===== src/rtl/ball_pkg.sv =====
// ball_pkg: constants and types shared by the ball sprite arbiter slice.
//   BALL_SIZE     on-screen ball width/height in pixels
//   COORD_W       pixel/position coordinate width
//   NUM_BALLS_DEF default number of ball instances
//   ball_pos_t    top-left position of one ball
//   ball_idx_t    ball identifier at the default ball count
//   arb_state_t   arbiter FSM state
package ball_pkg;

    localparam int BALL_SIZE     = 13;
    localparam int COORD_W       = 11;
    localparam int NUM_BALLS_DEF = 4;

    typedef struct packed {
        logic [COORD_W-1:0] x;
        logic [COORD_W-1:0] y;
    } ball_pos_t;

    typedef logic [$clog2(NUM_BALLS_DEF)-1:0] ball_idx_t;

    typedef enum logic {
        IDLE = 1'b0,
        RUN  = 1'b1
    } arb_state_t;

endpackage


===== src/rtl/ball_sprite_arbiter_if.sv =====
// ball_sprite_arbiter_if: groups the scan, register-write and bitmap-side
// signals of the ball sprite arbiter.
//   master : drives pixel scan, startOfFrame and the position/enable writes,
//            receives bitmap offsets, ball id and overlap report
//   slave  : the arbiter itself (mirror image of master)
interface ball_sprite_arbiter_if
    import ball_pkg::*;
#(
    parameter int NUM_BALLS = NUM_BALLS_DEF
);
    localparam int IDX_W = $clog2(NUM_BALLS);

    logic [COORD_W-1:0]   pixelX;
    logic [COORD_W-1:0]   pixelY;
    logic                 startOfFrame;
    logic                 pos_wr;
    logic [IDX_W-1:0]     pos_idx;
    logic [COORD_W-1:0]   pos_x;
    logic [COORD_W-1:0]   pos_y;
    logic                 en_wr;
    logic [NUM_BALLS-1:0] en_mask;
    logic [COORD_W-1:0]   offsetX;
    logic [COORD_W-1:0]   offsetY;
    logic                 InsideRectangle;
    logic [IDX_W-1:0]     ballId;
    logic                 ballIdValid;
    logic [NUM_BALLS-1:0] overlap_mask;

    modport master (
        output pixelX, pixelY, startOfFrame,
        output pos_wr, pos_idx, pos_x, pos_y, en_wr, en_mask,
        input  offsetX, offsetY, InsideRectangle, ballId, ballIdValid, overlap_mask
    );

    modport slave (
        input  pixelX, pixelY, startOfFrame,
        input  pos_wr, pos_idx, pos_x, pos_y, en_wr, en_mask,
        output offsetX, offsetY, InsideRectangle, ballId, ballIdValid, overlap_mask
    );

endinterface


===== src/rtl/ball_hit_test.sv =====
// ball_hit_test: combinational bounds check of the scan pixel against one ball.
//   en_i       ball enabled (active register)
//   pos_i      ball top-left position
//   pixel_x_i  scan pixel X
//   pixel_y_i  scan pixel Y
//   hit_o      pixel lies inside the BALL_SIZE x BALL_SIZE box
//   off_x_o    pixel X relative to ball X (meaningful only with hit_o)
//   off_y_o    pixel Y relative to ball Y (meaningful only with hit_o)
module ball_hit_test
    import ball_pkg::*;
(
    input  logic               en_i,
    input  ball_pos_t          pos_i,
    input  logic [COORD_W-1:0] pixel_x_i,
    input  logic [COORD_W-1:0] pixel_y_i,
    output logic               hit_o,
    output logic [COORD_W-1:0] off_x_o,
    output logic [COORD_W-1:0] off_y_o
);

    // One extra bit on the far edge so a ball near the right/bottom border
    // cannot wrap around and claim pixels at the left/top of the screen.
    logic [COORD_W:0] x_end;
    logic [COORD_W:0] y_end;

    assign x_end = {1'b0, pos_i.x} + (COORD_W+1)'(BALL_SIZE);
    assign y_end = {1'b0, pos_i.y} + (COORD_W+1)'(BALL_SIZE);

    assign hit_o = en_i
                 && (pixel_x_i >= pos_i.x) && ({1'b0, pixel_x_i} < x_end)
                 && (pixel_y_i >= pos_i.y) && ({1'b0, pixel_y_i} < y_end);

    assign off_x_o = pixel_x_i - pos_i.x;
    assign off_y_o = pixel_y_i - pos_i.y;

endmodule


===== src/rtl/ball_sprite_arbiter.sv =====
// ball_sprite_arbiter: shares one ball bitmap lookup between NUM_BALLS balls.
//   clk    system clock
//   reset  synchronous, active-high reset
//   bus    slave side of ball_sprite_arbiter_if:
//          in : pixelX/Y, startOfFrame, pos_wr/pos_idx/pos_x/pos_y, en_wr/en_mask
//          out: offsetX/Y, InsideRectangle (t+1), ballId/ballIdValid (t+2),
//               overlap_mask (previous frame)
// Positions and enables are written to pending registers and copied into the
// active set on startOfFrame; the lowest-index ball covering a pixel wins.
module ball_sprite_arbiter
    import ball_pkg::*;
#(
    parameter int NUM_BALLS = NUM_BALLS_DEF
)(
    input  logic                  clk,
    input  logic                  reset,
    ball_sprite_arbiter_if.slave  bus
);

    localparam int IDX_W = $clog2(NUM_BALLS);

    arb_state_t           state_q, state_d;

    ball_pos_t            pend_q [NUM_BALLS];
    ball_pos_t            pend_d [NUM_BALLS];
    ball_pos_t            act_q  [NUM_BALLS];
    logic [NUM_BALLS-1:0] pend_en_q, pend_en_d, act_en_q;

    logic [NUM_BALLS-1:0] hit_raw, hit, ovl_bits;
    logic [COORD_W-1:0]   off_x [NUM_BALLS];
    logic [COORD_W-1:0]   off_y [NUM_BALLS];
    logic [COORD_W-1:0]   sel_x, sel_y;
    logic [IDX_W-1:0]     sel_id;

    logic [NUM_BALLS-1:0] sticky_q, overlap_q;
    logic [COORD_W-1:0]   offx_q, offy_q;
    logic                 inside_q, valid2_q;
    logic [IDX_W-1:0]     id1_q, id2_q;

    for (genvar g = 0; g < NUM_BALLS; g++) begin : g_hit
        ball_hit_test u_hit (
            .en_i      (act_en_q[g]),
            .pos_i     (act_q[g]),
            .pixel_x_i (bus.pixelX),
            .pixel_y_i (bus.pixelY),
            .hit_o     (hit_raw[g]),
            .off_x_o   (off_x[g]),
            .off_y_o   (off_y[g])
        );
    end

    // ---------------- FSM ----------------
    always_ff @(posedge clk) begin
        // NOTE: sequential state uses non-blocking assignment so every register
        // samples pre-edge values regardless of statement order.
        if (reset) state_q <= IDLE;
        else       state_q <= state_d;
    end

    always_comb begin
        // NOTE: defaults first so no path through the block leaves a variable
        // unassigned, which would infer a latch.
        state_d = state_q;
        unique case (state_q)
            IDLE: if (bus.startOfFrame) state_d = RUN;
            RUN:  state_d = RUN;
        endcase
    end

    // Nothing is drawn until the first frame has been committed.
    assign hit = (state_q == RUN) ? hit_raw : '0;

    // Two or more bits set: clearing the lowest set bit leaves something.
    assign ovl_bits = ((hit & (hit - NUM_BALLS'(1))) != '0) ? hit : '0;

    // Pending next-state: includes a write in the same cycle as a commit.
    always_comb begin
        pend_d    = pend_q;
        pend_en_d = pend_en_q;
        if (bus.pos_wr) pend_d[bus.pos_idx] = '{x: bus.pos_x, y: bus.pos_y};
        if (bus.en_wr)  pend_en_d = bus.en_mask;
    end

    // Priority encoder: scanning downward leaves the lowest hit index last.
    always_comb begin
        sel_x  = '0;
        sel_y  = '0;
        sel_id = '0;
        for (int i = NUM_BALLS - 1; i >= 0; i--) begin
            if (hit[i]) begin
                sel_x  = off_x[i];
                sel_y  = off_y[i];
                sel_id = IDX_W'(i);
            end
        end
    end

    always_ff @(posedge clk) begin
        if (reset) begin
            // NOTE: the position/enable register file is small and must read
            // as zero after reset, so it is reset like ordinary flops.
            for (int i = 0; i < NUM_BALLS; i++) begin
                pend_q[i] <= '0;
                act_q[i]  <= '0;
            end
            pend_en_q <= '0;
            act_en_q  <= '0;
            sticky_q  <= '0;
            overlap_q <= '0;
            offx_q    <= '0;
            offy_q    <= '0;
            inside_q  <= 1'b0;
            id1_q     <= '0;
            id2_q     <= '0;
            valid2_q  <= 1'b0;
        end else begin
            pend_q    <= pend_d;
            pend_en_q <= pend_en_d;
            if (bus.startOfFrame) begin
                act_q     <= pend_d;
                act_en_q  <= pend_en_d;
                overlap_q <= sticky_q;
                sticky_q  <= ovl_bits;   // new frame starts with this pixel only
            end else begin
                sticky_q  <= sticky_q | ovl_bits;
            end
            // Stage 1: bitmap addressing.
            inside_q <= |hit;
            offx_q   <= sel_x;
            offy_q   <= sel_y;
            id1_q    <= sel_id;
            // Stage 2: id lines up with the bitmap's registered RGB output.
            id2_q    <= id1_q;
            valid2_q <= inside_q;
        end
    end

    assign bus.offsetX         = offx_q;
    assign bus.offsetY         = offy_q;
    assign bus.InsideRectangle = inside_q;
    assign bus.ballId          = id2_q;
    assign bus.ballIdValid     = valid2_q;
    assign bus.overlap_mask    = overlap_q;

endmodule


===== src/flat_wrapper.sv =====
// flat-port wrapper written by rule: the top's interface ports become plain ports
module ball_sprite_arbiter_flat import ball_pkg::*;
#(
    parameter int NUM_BALLS = NUM_BALLS_DEF
)
  (clk, reset, bus_pixelX, bus_pixelY, bus_startOfFrame, bus_pos_wr, bus_pos_idx, bus_pos_x, bus_pos_y, bus_en_wr, bus_en_mask, bus_offsetX, bus_offsetY, bus_InsideRectangle, bus_ballId, bus_ballIdValid, bus_overlap_mask);
  ball_sprite_arbiter_if #(.NUM_BALLS(NUM_BALLS)) bus_i ();
  input  logic clk;
  input  logic reset;
  input wire logic [$bits(bus_i.pixelX)-1:0] bus_pixelX;
  input wire logic [$bits(bus_i.pixelY)-1:0] bus_pixelY;
  input wire logic [$bits(bus_i.startOfFrame)-1:0] bus_startOfFrame;
  input wire logic [$bits(bus_i.pos_wr)-1:0] bus_pos_wr;
  input wire logic [$bits(bus_i.pos_idx)-1:0] bus_pos_idx;
  input wire logic [$bits(bus_i.pos_x)-1:0] bus_pos_x;
  input wire logic [$bits(bus_i.pos_y)-1:0] bus_pos_y;
  input wire logic [$bits(bus_i.en_wr)-1:0] bus_en_wr;
  input wire logic [$bits(bus_i.en_mask)-1:0] bus_en_mask;
  output wire logic [$bits(bus_i.offsetX)-1:0] bus_offsetX;
  output wire logic [$bits(bus_i.offsetY)-1:0] bus_offsetY;
  output wire logic [$bits(bus_i.InsideRectangle)-1:0] bus_InsideRectangle;
  output wire logic [$bits(bus_i.ballId)-1:0] bus_ballId;
  output wire logic [$bits(bus_i.ballIdValid)-1:0] bus_ballIdValid;
  output wire logic [$bits(bus_i.overlap_mask)-1:0] bus_overlap_mask;
  assign bus_i.pixelX = bus_pixelX;
  assign bus_i.pixelY = bus_pixelY;
  assign bus_i.startOfFrame = bus_startOfFrame;
  assign bus_i.pos_wr = bus_pos_wr;
  assign bus_i.pos_idx = bus_pos_idx;
  assign bus_i.pos_x = bus_pos_x;
  assign bus_i.pos_y = bus_pos_y;
  assign bus_i.en_wr = bus_en_wr;
  assign bus_i.en_mask = bus_en_mask;
  assign bus_offsetX = bus_i.offsetX;
  assign bus_offsetY = bus_i.offsetY;
  assign bus_InsideRectangle = bus_i.InsideRectangle;
  assign bus_ballId = bus_i.ballId;
  assign bus_ballIdValid = bus_i.ballIdValid;
  assign bus_overlap_mask = bus_i.overlap_mask;
  ball_sprite_arbiter #(.NUM_BALLS(NUM_BALLS)) u_core (.clk(clk), .reset(reset), .bus(bus_i));
endmodule

===== config.mk =====
export PLATFORM = sky130hd
export DESIGN_NAME = ball_sprite_arbiter_flat
export DESIGN_NICKNAME = d
export VERILOG_FILES = /design/src/rtl/ball_pkg.sv /design/src/rtl/ball_sprite_arbiter_if.sv /design/src/rtl/ball_hit_test.sv /design/src/rtl/ball_sprite_arbiter.sv /design/src/flat_wrapper.sv
export SDC_FILE = /design/constraint.sdc
export NUM_CORES = 1
export LEC_CHECK = 0
export CORE_MARGIN = 2
export CORE_UTILIZATION = 50
export CTS_CLUSTER_SIZE = 12
export DETAILED_ROUTE_END_ITERATION = 10
export HOLD_SLACK_MARGIN = 0.15
export PLACE_DENSITY_LB_ADDON = 0.1
export SYNTH_ARGS = -nofsm -noshare
export SYNTH_HDL_FRONTEND = slang
export SYNTH_SLANG_ARGS = --single-unit

===== constraint.sdc =====
create_clock -name clk -period 4.5 [get_ports clk]
set_input_delay 0.9 -clock clk [delete_from_list [all_inputs] [get_ports clk]]
set_output_delay 0.9 -clock clk [all_outputs]
set_load 0.01 [all_outputs]

-- After elaboration in Yosys (flattened, before gate mapping)
Cells that the tools add are included.
- bits in registers: 221
- input bits: 55
- output and inout port bits: 30
- word-level logic and storage cells: 109
- add/subtract/negate cells: 17
- magnitude comparators: 18
- multiplexer cells: 21
- bitwise operators: 4
- reductions and logical operators: 21
- operators by type and width (kind ; count):
    $add 11x4->12 const B ; 8
    $lt 11x12->1 ; 8
    $bwmux 88 ; 1
    $ge 11x11->1 ; 8
    $mux 11 ; 8
    $mux 88 ; 1
    $sub 11x11->11 ; 8
    $demux 22 s2 ; 1
    $mux 22 ; 1
    $logic_and 1x1->1 ; 17
    $mux 4 ; 4
    $and 4x4->4 ; 1
    $mux 2 ; 2
    $or 4x4->4 ; 1
    $reduce_bool 4->1 ; 1
    $reduce_or 4->1 ; 1
    $sub 4x1->4 const B ; 1
    $ge 3x3->1 const B ; 1
    $lt 3x1->1 const B ; 1
    $not 2->3 ; 1
    $reduce_or 3->1 ; 1
    $mux 1 ; 2
    $pmux 1 s2 ; 1
    $reduce_or 2->1 ; 1
    $not 1->1 ; 1

-- Longest topological paths before layout
- word-level depth: 12
- gate-level depth with buffers: 17
- mapped depth without buffers: 15

-- Cells and area by module
Synthesis repeated with hierarchy kept, for this count alone.
- cell total of the unflattened synthesis: 1772
- area, all modules: 15068.2 um^2
- modules (own cells, without submodules) (module ; instances ; cells an instance ; area an instance (um^2) ; seq. area each (um^2)):
    ball_sprite_arbiter ; 1 ; 783 ; 7786.2 ; 4424.2
    ball_hit_test (u_core.g_hit[0].u_hit ...) ; 3 ; 243 ; 1801.7 ; 0.0
    ball_hit_test (u_core.g_hit[1].u_hit) ; 1 ; 260 ; 1876.8 ; 0.0

-- Least setup slack after synthesis
No wires, ideal clock.
- path type: reg-to-reg
- from: register u_core.act_q[45] (netlist bit)
- to: register u_core.offx_q[3], in the netlist u_core.bus.offsetX[3]
- library setup time: 0.083 ns
- arrival: 3.267 ns
- data required time: 4.418 ns
- slack: 1.150 ns
- cell stages (with the launch flop): 17
- path buffers: 1
- period minus slack after synthesis: 3.350 ns
- cell sequence: dfxtp_1 > ha_1 > nor3_1 > or3_1 > nor3_1 > xnor2_1 > ha_1 > a22o_1 > nor4_1 > a22o_1 > a311oi_1 > a2111oi_2 > o21a_2 > nor3b_4 > buf_6 > nand3_2 > o221ai_1
- word-level cells in the longest chain between the ends: 6
- elaborated cells between the ends (all ways): 8
- those cells by class: 1 x add/sub; 2 x order compare; 3 x mux; 2 x reduce/logical
- RTL lines (element ; line ; text):
    start, declared ; ball_sprite_arbiter.sv:26 ; ball_pos_t act_q [NUM_BALLS];
    start signal, assigned ; ball_sprite_arbiter.sv:120 ; act_q <= pend_d;
    $add 11x4->12 or $ge 11x11->1 (tied branches) ; ball_hit_test.sv:27, ball_hit_test.sv:31 ;
    $lt 11x12->1 or $logic_and 1x1->1 (tied branches) ; ball_hit_test.sv:31 ; && (pixel_y_i >= pos_i.y) && ({1'b0, pixel_y_i} < y_end);
    $logic_and 1x1->1 * ; ball_hit_test.sv:31 ;
    $mux 4 * ; ball_sprite_arbiter.sv:71 ; assign hit = (state_q == RUN) ? hit_raw : '0;
    $mux 11 * (2 in a row) ; ball_sprite_arbiter.sv:90 ; if (hit[i]) begin
    end signal, assigned ; ball_sprite_arbiter.sv:129 ; offx_q <= sel_x;
    end, declared ; ball_sprite_arbiter.sv:36 ; logic [COORD_W-1:0] offx_q, offy_q;
Mark *: on every way between the ends. The rest lies on a longest branch, timed or not.
A chain may end at the register's enable or synchronous reset.

-- Worst setup path after layout
- from: register u_core.act_q[45] (netlist bit)
- to: register u_core.offy_q[4], in the netlist u_core.bus.offsetY[4]
- word-level cells in the longest chain between the ends: 6
- elaborated cells between the ends (all ways): 9
- those cells by class: 2 x add/sub; 2 x order compare; 3 x mux; 2 x reduce/logical
- RTL lines (element ; line ; text):
    $add 11x4->12 or $ge 11x11->1 (tied branches) ; ball_hit_test.sv:27, ball_hit_test.sv:31 ;
    $lt 11x12->1 or $logic_and 1x1->1 (tied branches) ; ball_hit_test.sv:31 ;
    $logic_and 1x1->1 ; ball_hit_test.sv:31 ;
    $mux 4 ; ball_sprite_arbiter.sv:71 ;
    $mux 11 * (2 in a row) ; ball_sprite_arbiter.sv:90 ;
    end signal, assigned ; ball_sprite_arbiter.sv:130 ; offy_q <= sel_y;
    end, declared ; ball_sprite_arbiter.sv:36 ;
Marks and branches as above.

==> flow_summary_export.csv <==
group,metric,value,unit
clock_network,post_cts_buffers,0,
synth,synth_fp_nets,1999,
power_and_ir_drop,max-vdd-ir-drop,0.000246,V
worst_setup_path,cp.required,4.92,ns
detailed_routing,wire_per_inst,19.7,um
global_route,grt_pass1_wl,68.3,mm
layout,n_antenna_cell,0,
detailed_routing,drc,0,
worst_setup_path,critPathMaxStageDelay,0.49,ns
clock_network,clk_pin_slew,0.06,ns
layout,syn2layout_area_growth,14.5,%
detailed_routing,drt_pass1_iterations,6,
outcome,status,"completed",
worst_setup_path,setup.worst_path.start_class,"flip-flop",
worst_setup_path,crit_arrival,4.54,ns
synth,syn_avg_cell_area,8.33,sq um
floorplan,die_area,30600,sq um
floorplan,start_util,50.9,%
place,place_worst_setup_slack,0.0865,ns
global_route,overflow,0,
sta,max_freq,0.243,GHz
detailed_routing,vias,13200,
synth,synth_common_cells,"nand2_1 (243), dfxtp_1 (221), ha_1 (184), a21oi_1 (181), inv_1 (123)",
sta,fin_crit_sh,91.6,%
sta,setup_viol,0,
detailed_routing,drt_iter0_drc,1291,
sta,setup_ws,0.378,ns
synth,synth_top_cell_area_share,30.3,%
worst_setup_path,path_buf_inv,1,
floorplan,rows,62,
layout,drive_gt1_share,5.29,%
synth,yosysWarningCount,0,
worst_setup_path,crit_family,"compound AO/OA/AOI/OAI gates",
synth,syn_inst,1752,
power_and_ir_drop,powerDensity,319,nW/um^2
clock_network,cts_made_buffers,24,
detailed_routing,via_per_inst,5.88,
place,port_buffers,84,
clock_network,cts_max_level,1,
global_route,grt.total_usage,28.2,%
synth,synthArstFlopShare,0,%
synth,synth_top_cell_by_area,"dfxtp_1",
floorplan,dieWidth,175,um
clock_network,cts_hold_buf,0,
worst_setup_path,criticalPathCategory,"reg -> reg",
floorplan,io_pins,85,
sta,worst_pin_slew,1.04,ns
synth,ys_ff_latch,221,
synth,ys.flop_type,"dfxtp_1",
clock_network,clock-sinks,221,
place,place_hpwl,34.1,mm
synth,synth_area_leaders,"dfxtp_1 (30%), ha_1 (16%), xnor2_1 (6.4%), nand2_1 (6.2%), a21oi_1 (6.2%)",
detailed_routing,postRouteAntennaNets,0,
global_route,antenna_found_initial,0,
sta,fin_setup_tns,0,ns
global_route,grt_pass1_vias,12300,
synth,synth_edf_count,0,
sta,whs,0.435,ns
synth,synth-seq-area-share,30.3,%
worst_setup_path,critPathCaptureType,"flip-flop",
sta,hold_viol,0,
synth,synth_cell_type_count,76,
power_and_ir_drop,p_leak,0.00686,uW
clock_network,clk_path_buf_depth,3,
global_route,grt_start_max_net_pins,83,
worst_setup_path,path_cells,"ha_1, nor3_1, or3_1, nor3_1, xnor2_1, ha_1, a22o_1, nor4_1, a22o_1, a311oi_1, a2111oi_2, o21a_2, nor3b_4, buf_4, nand3b_1, o221ai_1",
synth,synth.most_common_cell,"nand2_1",
sta,finClkSkew,0.0140,ns
run,cap_violations,0,
floorplan,core_area,28700,sq um
place,finalWeightedCongestion,0.974,
hold_path,hp-class,"reg -> reg",
layout,nets,2089,
sta,maxSlewHeadroom,30.8,%
sta,grt_setup_unrepaired,"no",
detailed_routing,wirelength,44.0,mm
sta,fin_crit,4.12,ns
floorplan,die_height,175,um
clock_network,clock_latency,0.52,ns
clock_network,cts_root_buffer,"clkbuf_16",
sta,slew_violations,0,
clock_network,cts_resized,0,
worst_setup_path,cpMaxStageDelayCell,"a2111oi_2",
worst_setup_path,cp_max_fo,15,
synth,synth_area,14600,sq um
clock_network,cts_tree,"done",
==> sequential cells by signal, indices dropped and copies added, names as in the netlist, 2 cells and up <==
register                 cells
u_core.act_en_q              4
u_core.act_q                88
u_core.bus.ballId            2
u_core.bus.offsetX          11
u_core.bus.offsetY          11
u_core.bus.overlap_mask      4
u_core.id1_q                 2
u_core.pend_en_q             4
u_core.pend_q               88
u_core.sticky_q              4
==> worst reg2reg max path, delay by kind of cell (launching register included) <==
kind                       cells  cell delay [ns]
and+or+nand+nor                6             1.34
adders and majority gates      2             0.44
buffers and inverters          1             0.25
DFF                            1             0.40
xor gates and xnor gates       1             0.10
AOI/OAI and AO/OA              6             1.54
==> final cells by class <==
class | instances | area (sq um)
Clock inverter | 4 | 27.5
Multi-Input combinational cell | 1344 | 9470
Fill cell | 2653 | 12000
Inverter | 126 | 473
Timing Repair Buffer | 125 | 1160
Clock buffer | 34 | 689
Tap cell | 384 | 480
Sequential cell | 221 | 4420
==> layer usage <==
metal / global-route usage [%] / vias to the layer above / routed length (um)
met4: 6.91 / 0 / 1090
met1: 43.9 / 6213 / 22300
met3: 3.33 / 70 / 2720
met5: 0 / - / 0
li1: - / 6441 / -
met2: 41.1 / 427 / 17900
==> layout by cell type (no fill, tap or decap), drive strengths merged, types with 24 or more instances in the layout <==
| cell | n |
|---|---|
| a21oi | 181 |
| buf | 43 |
| clkbuf | 34 |
| clkdlybuf4s50 | 82 |
| dfxtp | 221 |
| ha | 184 |
| inv | 127 |
| nand2 | 244 |
| nand2b | 30 |
| nor2 | 68 |
| nor2b | 24 |
| nor3 | 38 |
| o21ai | 70 |
| o22a | 92 |
| xnor2 | 106 |
| xor2 | 25 |
==> worst paths after layout <==
| kind | from | slack [ns] | depth (start not counted) | end |
|---|---|---|---|---|
| worst max-delay path | u_core.act_q[45]$_SDFFE_PP0P_ | 0.38 | 16 | u_core.bus.offsetY[4]$_SDFF_PP0_ |
| worst min-delay path | u_core.id1_q[0]$_SDFF_PP0_ | 0.43 | 1 | u_core.bus.ballId[0]$_SDFF_PP0_ |
| worst max register to register | u_core.act_q[45]$_SDFFE_PP0P_ | 0.38 | 16 | u_core.bus.offsetY[4]$_SDFF_PP0_ |
| worst min register to register | u_core.id1_q[0]$_SDFF_PP0_ | 0.43 | 1 | u_core.bus.ballId[0]$_SDFF_PP0_ |
==> logic make-up (layout without fill, tap and decap cells) <==
logic type               Yosys count  after routing  synth area share [%]
AO/OA/AOI/OAI                    500            500                  22.7
XOR/XNOR                         131            131                  7.86
adder cells (fa/ha/maj)          192            192                  16.9
buffers and inverters            187            289                  4.97
flip-flops                       221            221                  30.3
multiplexers                      10             10                 0.685
AND/OR/NAND/NOR                  511            511                  16.6
==> power breakdown <==
group	internal [uW]	switching (uW)	total [uW]	leakage (uW)
Clock	1060	762	1820	0.000353
Combinational	579	786	1370	0.00470
Sequential	2040	97.2	2140	0.00181
Total	3680	1650	5330	0.00686
==> per-stage QoR <==
step	total power (uW)	cell area, sq um	instances	util (%)
floorplan	3060	14600	1752	-
global placement	3500	16000	2200	55.7
detailed placement	3520	16000	2200	55.7
CTS	5330	16700	2238	58.2
global route	5580	16700	2238	58.2
finish	5330	16700	2238	58.2
(Power assumes the default switching activity.)
